`src/rtl/hsst_tx_framer_32bit_pkg.sv`:
```
// Shared constants and encodings for the HSST 32-bit transmit framer:
// K-code idle pattern, per-byte K flags, FSM and write-side mode encodings.
package hsst_tx_framer_32bit_pkg;

  localparam logic [7:0]  K28_5     = 8'hBC;
  localparam logic [31:0] IDLE_WORD = {4{K28_5}};
  localparam logic [3:0]  TXK_IDLE  = 4'b1111;
  localparam logic [3:0]  TXK_DATA  = 4'b0000;

  // Transmit state machine encoding.
  typedef enum logic [1:0] {
    ST_IDLE = 2'd0,
    ST_SEND = 2'd1,
    ST_GAP  = 2'd2
  } tx_state_e;

  // Write side: normal buffering, or discarding the rest of an oversize frame.
  typedef enum logic {
    WR_PASS = 1'b0,
    WR_DROP = 1'b1
  } wr_mode_e;

  // One buffer entry: frame-end marker above the payload word.
  typedef struct packed {
    logic        last;
    logic [31:0] data;
  } fifo_word_t;

  // Idle-word counter step, saturating at 15.
  function automatic logic [3:0] gap_inc(input logic [3:0] cnt);
    return (cnt == 4'd15) ? cnt : cnt + 4'd1;
  endfunction

endpackage

```
`src/rtl/hsst_tx_framer_32bit_fifo.sv`:
```
// hsst_tx_frame_fifo: synchronous first-word-fall-through frame buffer with
// full/empty flags and a flush input that empties it in one cycle.
module hsst_tx_frame_fifo #(
  parameter int DEPTH = 64,
  parameter int WIDTH = 33
) (
  input  logic             clk,
  input  logic             rstn,
  input  logic             flush_i,
  input  logic             wr_en_i,
  input  logic [WIDTH-1:0] wr_data_i,
  input  logic             rd_en_i,
  output logic [WIDTH-1:0] rd_data_o,
  output logic             full_o,
  output logic             empty_o
);

  localparam int AW = $clog2(DEPTH);

  // Pointers carry one extra wrap bit to tell full from empty.
  logic [AW:0]      wr_ptr_q, rd_ptr_q;
  logic [WIDTH-1:0] mem_q [DEPTH];
  logic             wr_fire, rd_fire;

  assign full_o    = (wr_ptr_q[AW] != rd_ptr_q[AW]) &&
                     (wr_ptr_q[AW-1:0] == rd_ptr_q[AW-1:0]);
  assign empty_o   = (wr_ptr_q == rd_ptr_q);
  assign wr_fire   = wr_en_i && !full_o && !flush_i;
  assign rd_fire   = rd_en_i && !empty_o && !flush_i;
  // Head word is always visible without a read request.
  assign rd_data_o = mem_q[rd_ptr_q[AW-1:0]];

  // Pointer update: flush wins over any push or pop in the same cycle.
  // NOTE: sequential state uses non-blocking assignments so every register samples pre-edge values.
  always_ff @(posedge clk or negedge rstn) begin
    if (!rstn) begin
      wr_ptr_q <= '0;
      rd_ptr_q <= '0;
    end else if (flush_i) begin
      wr_ptr_q <= '0;
      rd_ptr_q <= '0;
    end else begin
      if (wr_fire) wr_ptr_q <= wr_ptr_q + (AW+1)'(1);
      if (rd_fire) rd_ptr_q <= rd_ptr_q + (AW+1)'(1);
    end
  end

  // Storage write.
  // NOTE: the array has no reset; the pointers alone define which entries are valid.
  always_ff @(posedge clk) begin
    if (wr_fire) mem_q[wr_ptr_q[AW-1:0]] <= wr_data_i;
  end

endmodule

```
`src/rtl/hsst_tx_framer_32bit.sv`:
```
// hsst_tx_framer_32bit: store-and-forward framer feeding a 32-bit HSST
// transmitter. Frames are buffered whole, then sent back-to-back with
// tx_k=0000, separated by at least MIN_GAP K28.5 idle words.
// Oversize frames (buffer full with no complete frame) set a sticky error,
// flush the buffer and are discarded through their last word.
// Optional feature: define HSST_TX_FRAMER_STATS_EN to enable the
// frame_cnt / word_cnt statistics; otherwise both outputs are tied to 0.
module hsst_tx_framer_32bit
  import hsst_tx_framer_32bit_pkg::*;
#(
  parameter int FIFO_DEPTH = 64,
  parameter int MIN_GAP    = 2
) (
  input  logic        clk,
  input  logic        rstn,
  input  logic        s_valid,
  output logic        s_ready,
  input  logic [31:0] s_data,
  input  logic        s_last,
  output logic [31:0] tx_data,
  output logic [3:0]  tx_k,
  output logic        busy,
  output logic        err_oversize,
  output logic [15:0] frame_cnt,
  output logic [31:0] word_cnt
);

  // Pending count can reach one frame per buffer entry.
  localparam int         PW       = $clog2(FIFO_DEPTH) + 1;
  localparam logic [3:0] GAP_MIN  = 4'(MIN_GAP);
  localparam logic [3:0] GAP_LAST = 4'(MIN_GAP - 1);

  fifo_word_t  fifo_wr_word, fifo_rd_word;
  logic        fifo_wr_en, fifo_rd_en, fifo_flush;
  logic        fifo_full, fifo_empty;

  wr_mode_e    wr_mode_q, wr_mode_d;
  logic        err_q;
  logic        oversize;
  logic        wr_last, rd_last;
  logic [PW-1:0] pending_q, pending_d;

  tx_state_e   state_q, state_d;
  logic [3:0]  gap_cnt_q, gap_cnt_d;
  logic [31:0] tx_data_q, tx_data_d;
  logic [3:0]  tx_k_q, tx_k_d;
  logic        pop;

  assign fifo_wr_word = '{last: s_last, data: s_data};

  hsst_tx_frame_fifo #(
    .DEPTH (FIFO_DEPTH),
    .WIDTH (33)
  ) u_fifo (
    .clk       (clk),
    .rstn      (rstn),
    .flush_i   (fifo_flush),
    .wr_en_i   (fifo_wr_en),
    .wr_data_i (fifo_wr_word),
    .rd_en_i   (fifo_rd_en),
    .rd_data_o (fifo_rd_word),
    .full_o    (fifo_full),
    .empty_o   (fifo_empty)
  );

  // A full buffer holding no complete frame can never drain: treat as oversize.
  assign oversize = (wr_mode_q == WR_PASS) && fifo_full && (pending_q == '0);

  // Write side: accept, flush on oversize, or discard through the next last word.
  // NOTE: every signal gets a default at the top of a combinational block so no latch is inferred.
  always_comb begin
    wr_mode_d  = wr_mode_q;
    fifo_flush = 1'b0;
    fifo_wr_en = 1'b0;
    s_ready    = (wr_mode_q == WR_DROP) ? 1'b1 : !fifo_full;
    if (wr_mode_q == WR_DROP) begin
      if (s_valid && s_last) wr_mode_d = WR_PASS;
    end else if (oversize) begin
      fifo_flush = 1'b1;
      wr_mode_d  = WR_DROP;
    end else begin
      fifo_wr_en = s_valid && !fifo_full;
    end
  end

  // Complete frames in the buffer: +1 per written last word, -1 per popped one.
  assign wr_last = fifo_wr_en && s_last;
  assign rd_last = fifo_rd_en && fifo_rd_word.last;

  always_comb begin
    pending_d = pending_q;
    if (fifo_flush) begin
      pending_d = '0;
    end else begin
      case ({wr_last, rd_last})
        2'b10:   pending_d = pending_q + PW'(1);
        2'b01:   pending_d = pending_q - PW'(1);
        default: pending_d = pending_q;
      endcase
    end
  end

  // Write-side registers: drop mode, sticky error, pending frame count.
  always_ff @(posedge clk or negedge rstn) begin
    if (!rstn) begin
      wr_mode_q <= WR_PASS;
      err_q     <= 1'b0;
      pending_q <= '0;
    end else begin
      wr_mode_q <= wr_mode_d;
      err_q     <= err_q | oversize;
      pending_q <= pending_d;
    end
  end

  // Transmit FSM: choose the next output word and the next state.
  always_comb begin
    state_d   = state_q;
    gap_cnt_d = gap_cnt_q;
    tx_data_d = IDLE_WORD;
    tx_k_d    = TXK_IDLE;
    pop       = 1'b0;
    case (state_q)
      ST_IDLE: begin
        if ((pending_q != '0) && (gap_cnt_q >= GAP_MIN)) pop = 1'b1;
        else gap_cnt_d = gap_inc(gap_cnt_q);
      end
      ST_SEND: pop = !fifo_empty;
      ST_GAP: begin
        gap_cnt_d = gap_inc(gap_cnt_q);
        if (gap_cnt_q >= GAP_LAST) state_d = ST_IDLE;
      end
      default: state_d = ST_IDLE;
    endcase
    if (pop) begin
      tx_data_d = fifo_rd_word.data;
      tx_k_d    = TXK_DATA;
      if (fifo_rd_word.last) begin
        state_d   = ST_GAP;
        gap_cnt_d = '0;
      end else begin
        state_d   = ST_SEND;
      end
    end
  end

  assign fifo_rd_en = pop;

  // Transmit registers: state, idle counter and the registered line outputs.
  always_ff @(posedge clk or negedge rstn) begin
    if (!rstn) begin
      state_q   <= ST_IDLE;
      gap_cnt_q <= '0;
      tx_data_q <= IDLE_WORD;
      tx_k_q    <= TXK_IDLE;
    end else begin
      state_q   <= state_d;
      gap_cnt_q <= gap_cnt_d;
      tx_data_q <= tx_data_d;
      tx_k_q    <= tx_k_d;
    end
  end

  assign tx_data      = tx_data_q;
  assign tx_k         = tx_k_q;
  assign busy         = (state_q == ST_SEND);
  assign err_oversize = err_q;

`ifdef HSST_TX_FRAMER_STATS_EN
  logic [15:0] frame_cnt_q;
  logic [31:0] word_cnt_q;

  // Statistics: every popped word is transmitted; a popped last word ends a frame.
  always_ff @(posedge clk or negedge rstn) begin
    if (!rstn) begin
      frame_cnt_q <= '0;
      word_cnt_q  <= '0;
    end else if (fifo_rd_en) begin
      word_cnt_q <= word_cnt_q + 32'd1;
      if (fifo_rd_word.last) frame_cnt_q <= frame_cnt_q + 16'd1;
    end
  end

  assign frame_cnt = frame_cnt_q;
  assign word_cnt  = word_cnt_q;
`else
  assign frame_cnt = '0;
  assign word_cnt  = '0;
`endif

endmodule

```
`config.mk`:
```
export PLATFORM = sky130hd
export DESIGN_NAME = hsst_tx_framer_32bit
export DESIGN_NICKNAME = d
export VERILOG_FILES = /design/src/rtl/hsst_tx_framer_32bit_pkg.sv /design/src/rtl/hsst_tx_framer_32bit_fifo.sv /design/src/rtl/hsst_tx_framer_32bit.sv
export SDC_FILE = /design/constraint.sdc
export NUM_CORES = 2
export LEC_CHECK = 0
export BUFFER_PORTS_ARGS = -buffer_cell sky130_fd_sc_hd__clkbuf_2
export CORE_MARGIN = 8
export CORE_UTILIZATION = 40
export DETAILED_ROUTE_END_ITERATION = 12
export MAX_ROUTING_LAYER = met4
export SYNTH_ARGS = -nofsm -noshare
export SYNTH_HDL_FRONTEND = slang
export SYNTH_SLANG_ARGS = --single-unit
```
`constraint.sdc`:
```
create_clock -name clk -period 5.7 [get_ports clk]
set_input_delay 0.855 -clock clk [delete_from_list [all_inputs] [get_ports clk]]
set_output_delay 0.855 -clock clk [all_outputs]
set_load 0.01 [all_outputs]
```
# [Word-level counts from Yosys, hierarchy flattened]
# Memories as Yosys holds them, arrays and structs flattened.
# Index checks and enable logic that the tools add are counted.
[word_totals] reg_bits=65 latchBits=0 mem_bits_rw=2112 romBits=0 out_inout_bits=87 wordCells=80 mem_count=1
[classes] add_sub_neg=5 n_mul=0 n_div=0 n_lt_le_gt_ge=2 eq_ne=10 shifts=0 muxes=28 bitwise=2 reduce_logical=23
[mem_list] memory="u_fifo.mem_q" words=64 word_bits=33 read_ports=1 rd_ports_with_merged_regs=0 write_ports=1 line_no="hsst_tx_framer_32bit_fifo.sv:22" rtl="logic [WIDTH-1:0] mem_q [DEPTH];"
[op_table] operator="7-bit 2-to-1 mux" n=5
[op_table] operator="32-bit 2-to-1 mux" n=1
[op_table] operator="7-bit by 1-bit adder with 7-bit output (second input constant)" n=3
[op_table] operator="4-bit 2-to-1 mux" n=5
[op_table] operator="7-bit case mux with 2 select lines" n=1
[op_table] operator="1-bit logical AND" n=12
[op_table] operator="1-bit 2-to-1 mux" n=10
[op_table] operator="4-bit case mux with 2 select lines" n=1
[op_table] operator="7-bit equality test" n=1
[op_table] operator="7-bit logical NOT" n=1
[op_table] operator="7-bit nonzero test" n=1
[op_table] operator="7-bit by 1-bit subtractor with 7-bit output (second input constant)" n=1
[op_table] operator="6-bit equality test" n=1
[op_table] operator="2-bit 2-to-1 mux" n=3
[op_table] operator="4-bit by 1-bit adder with 4-bit output (second input constant)" n=1
[op_table] operator="2-bit by 1-bit equality test with 1-bit output (second input constant)" n=2
[op_table] operator="2-bit equality test (second input constant)" n=2
[op_table] operator="4-bit equality test (second input constant)" n=1
[op_table] operator="4-bit by 1-bit >= comparator with 1-bit output (second input constant)" n=1
[op_table] operator="4-bit by 2-bit >= comparator with 1-bit output (second input constant)" n=1
[op_table] operator="2-bit case mux with 2 select lines" n=1
[op_table] operator="2-bit nonzero test" n=2
[op_table] operator="1-bit logical NOT" n=3
[op_table] operator="3-bit != test (second input constant)" n=1
[op_table] operator="other kinds (9)" n=9

# [Longest topological paths before layout]
[depth] word_depth=10 ltp_mapped=19

# [Hierarchy]
# Synthesis repeated with hierarchy kept, for this count alone.
[hier_totals] cells_unflattened=3796 hier_area_um2=84205.8
[modules_own_cells] module="hsst_tx_frame_fifo" n_inst=1 cells_each=3573 area_each_um2=81669.6 seq_area_each_um2=63771.2
[modules_own_cells] module="hsst_tx_framer_32bit" n_inst=1 cells_each=223 area_each_um2=2536.2 seq_area_each_um2=1227.4

# [Worst setup path before layout]
# OpenSTA, ideal clock, no wires.
[synth_timing] path_kind="input -> register" start="input s_valid" end="memory u_fifo.mem_q[58][0], enable pin" setup_time_ns=0.423 arrival_time_ns=3.391 t_required_ns=5.277 slack_ns=1.886 stages=5 cell_sequence="inv_1 > a311oi_2 > nor2b_1 > nand3b_1 > nor2_1"
[synth_between] elab_chain_cells=7
[synth_lines] element="start, declared" line_no="hsst_tx_framer_32bit.sv:16" rtl="input logic s_valid,"
[synth_lines] element="1-bit logical AND" line_no="hsst_tx_framer_32bit.sv:82" rtl="fifo_wr_en = s_valid && !fifo_full;"
[synth_lines] element="1-bit 2-to-1 mux" line_no="hsst_tx_framer_32bit.sv:78" rtl="end else if (oversize) begin"
[synth_lines] element="1-bit 2-to-1 mux" line_no="hsst_tx_framer_32bit.sv:76" rtl="if (wr_mode_q == WR_DROP) begin"
[synth_lines] element="1-bit logical AND (2 in series)" line_no="hsst_tx_framer_32bit_fifo.sv:28" rtl="assign wr_fire = wr_en_i && !full_o && !flush_i;"
[synth_lines] element="1-bit 2-to-1 mux" line_no="hsst_tx_framer_32bit_fifo.sv:51" rtl="if (wr_fire) mem_q[wr_ptr_q[AW-1:0]] <= wr_data_i;"
[synth_lines] element="1-bit 2-to-1 mux (implied by the code)" line_no="hsst_tx_framer_32bit_fifo.sv:51"
[synth_lines] element="end, declared" line_no="hsst_tx_framer_32bit_fifo.sv:22"
# No other way between the ends.

# [Worst setup path in the final report]
[layout_timing] start="register u_fifo.rd_ptr_q[0]" end="register pending_q[6]"
[layout_between] elab_chain_cells=10 word_cells_on_any_way=21 classes_between="eq/ne (4); mux (7); reduce/logical (9); memory (1)"
[layout_lines] element="start, declared" line_no="hsst_tx_framer_32bit_fifo.sv:21" rtl="logic [AW:0] wr_ptr_q, rd_ptr_q;"
[layout_lines] element="start signal, assigned" line_no="hsst_tx_framer_32bit_fifo.sv:44" rtl="if (rd_fire) rd_ptr_q <= rd_ptr_q + (AW+1)'(1);"
[layout_lines] element="parallel branches: the longest is 10 deep, another holds memory read 64 x 33 bit"
[layout_lines] element="end signal, assigned" line_no="hsst_tx_framer_32bit.sv:112" rtl="pending_q <= pending_d;"
[layout_lines] element="end, declared" line_no="hsst_tx_framer_32bit.sv:41" rtl="logic [PW-1:0] pending_q, pending_d;"
# Several ways; the timed one is not identified.
# A chain may end at the register's enable or synchronous reset.

==> metrics.cfg <==
[outcome]
outcome = complete, no violations

[synth]
synth_area_leaders = edfxtp_1, mux4_2, dfrtp_1, dfstp_2, buf_4
synthFlopType = edfxtp_1
yosys_register_bits = 2174
synth_cells = 3380
synth_warnings = 0
synthTopCellsByCount = edfxtp_1, mux4_2, nor2_1
ys_seq_area_share_pct = 77.9
netlist_area_mm2 = 0.0834
synthArstFlopShare_pct = 2.85
synth_top_area_share_pct = 76.0
yosysUniqueCellTypes = 57
synth_largest_area_cell = edfxtp_1
syn_area_per_cell_um2 = 24.7
synth_edf_count = 2112
yosysMostFrequentCell = edfxtp_1

[sta]
fmax_ghz = 0.212
finClkSkew_ns = 0.0279
hold_viol_final = 0
period_needed_ns = 4.73
fin_tns_setup_ns = 0
rsz0062_at_grt = no
hold_slack_ns = 0.424
period_share_pct = 82.9
slew_headroom_pct = 9.70
slew_violations = 0
tightest_slew_ns = 1.35
setup_violations = 0

[floorplanning]
initial_core_util_pct = 40.2
core_mm2 = 0.207
rows = 167
die_h_um = 473
fp.dieW_um = 473
dieArea_mm2 = 0.223
io_pins = 123

[cells_and_area]
regArea_mm2 = 0.0650
nNetsFinal = 3677
area_growth_pct = 13.8
drive_gt1_share_pct = 34.6
multi_input_area_mm2 = 0.0179
final_core_util_pct = 45.8
nFillCells = 17000

[clocking]
ctsRootBufferMaster = clkbuf_16
clkSlewWorstSetupHoldPaths_ns = 0.06
numCtsBuffers = 204
h-tree-depth = 4
cts_sinks = 2174
cts_tree = yes
clock_path_buffers = 3
clk_latency_ns = 0.85

[power]
ir_drop_mv = 0.471
p_leak_nw = 29.3
power.density_mw_per_mm2 = 479
power_mw = 45.4

[setup_path]
crit_end = pending_q[6]$_DFFE_PN0P_
required_ns = 6.42
startpoint_type = flip-flop
crit_arrival_ns = 5.45
reg2reg_depth = 15
critPathKind = flip-flop to flip-flop
cp-end-kind = flip-flop
reg2reg_to = pending_q[6]$_DFFE_PN0P_
path_max_fanout = 38
r2r_start = u_fifo.rd_ptr_q[0]$_DFFE_PN0P_
rrSetupSlack_ns = 0.97
startpoint = u_fifo.rd_ptr_q[0]$_DFFE_PN0P_

[drt]
via_per_inst = 5.67
firstDrtPassIters = 8
routedWlPerCell_um = 31.0
drc_errors = 0
vias = 37400
ant_nets = 0
routed_wl_um = 205000
drt_iter0_drc = 3991

[run]
cap_violations = 0

[global_routing]
grt_remaining_overflow = 0
grtUsageTotal_pct = 18.6
first_global_vias = 38200
grt_pass1_wl_um = 290000
grt_start_max_net_pins = 105
antenna_found_initial = 19

[placement]
place_hpwl_um = 111000
globalplace.congestion = 0.772
port-buffer-count = 74

[hold_path]
hp-class = input pin to async pin

-- flip-flops by register name, summed over array words and instances (netlist names) --
register	cells
wr_mode_q	1
u_fifo.wr_ptr_q	7
gap_cnt_q	4
pending_q	7
u_fifo.mem_q	2112
tx_data	32
err_oversize	1
u_fifo.rd_ptr_q	7
state_q	2
tx_k	1
-- layout by cell type, fill, tap and decap left out, types with 9 or more instances in the layout --
| master | netlist | layout |
|---|---|---|
| edfxtp_1 | 2112 | 2112 |
| mux4_2 | 688 | 688 |
| clkbuf_16 | 0 | 208 |
| buf_4 | 52 | 132 |
| clkbuf_2 | 0 | 73 |
| nor2_4 | 0 | 64 |
| clkinv_1 | 1 | 51 |
| conb_1 | 1 | 48 |
| nor2_1 | 103 | 39 |
| clkinv_2 | 0 | 38 |
| clkbuf_1 | 88 | 36 |
| dfrtp_1 | 41 | 35 |
| bufinv_16 | 0 | 24 |
| dfstp_2 | 21 | 21 |
| nand2b_1 | 19 | 19 |
| buf_12 | 0 | 19 |
| nand2_1 | 15 | 15 |
| xor2_1 | 13 | 13 |
| and2_1 | 13 | 13 |
| inv_1 | 10 | 10 |
| xnor2_1 | 9 | 9 |
| mux2_2 | 9 | 9 |
| mux2i_1 | 9 | 9 |
-- how the worst min path moves through the flow --
stage                                   startpoint                  endpoint  cells past startpoint
after global routing                          rstn      tx_data[1]$_DFF_PN0_                      2
after detailed placement  pending_q[6]$_DFFE_PN0P_  pending_q[6]$_DFFE_PN0P_                      1
after floorplan           pending_q[6]$_DFFE_PN0P_  pending_q[6]$_DFFE_PN0P_                      1
final                                         rstn     tx_data[14]$_DFF_PN0_                      2
after global placement    pending_q[6]$_DFFE_PN0P_  pending_q[6]$_DFFE_PN0P_                      1
after CTS                                     rstn     tx_data[22]$_DFF_PN0_                      2
-- stage by stage --
step                      cells  area (um^2)  setup slack, ns
after CTS                  6594        94900            0.987
after floorplan            3427        83600             1.89
after detailed placement   6214        88200             1.00
final                      6600        94900            0.972
after global placement     6214        88200             1.01
after global routing       6598        94900            0.660
-- kinds of logic after synthesis --
family	share of synthesized area, %
buf+inv	1.46
simple gates	1.21
fa+ha+maj	0.120
other cells	0.00450
compound gates	0.252
mux	18.8
xor+xnor	0.231
flops	77.9
-- critical path, stage by stage, from the launching register on --
cell     delay (ns)
dfrtp_4        0.95
xor2_1         0.22
nor4_1         0.10
and2_0         0.29
a31oi_4        0.25
inv_2          0.08
nor4_4         0.99
nand2_1        0.23
xnor2_1        0.18
ha_1           0.27
or2_2          0.33
nor2_1         0.13
nor2_1         0.05
nor3_1         0.13
mux2i_1        0.10
mux2_2         0.31
-- metal layers --
layer | vias up | GRT usage, % | part of all wire [%]
li1 | 15000 | - | -
met1 | 20700 | 25.1 | 41
met2 | 1433 | 29.9 | 50
met3 | 260 | 3.09 | 7.1
met4 | 0 | 4.46 | 2.2
met5 | - | - | 0
-- repair_timing --
| action | in CTS | in global routing |
|---|---|---|
| gates resized for setup | 0 | 0 |
| setup buffers | 0 | 0 |
| hold buffers | 1 | 0 |
| endpoints found under the hold margin | 12 | 0 |
-- final cells by class --
cell class / instances / share of cell area, %
sequential: 2174 / 68.5
tap: 2788 / 3.68
timing repair buffer: 225 / 1.84
multi-input combinational: 1016 / 18.8
clock buffer: 245 / 5.64
clock inverter: 134 / 1.43
antenna: 6 / 0.0158
inverter: 12 / 0.0475
-- report_power, final --
group          switching, mW  internal [mW]  total (mW)  leakage [nW]
registers              0.553           18.3        18.9          19.7
clock network           5.90           7.79        13.7          3.27
logic                   6.83           6.03        12.9          6.29
Power figures use the tool's default switching activity.
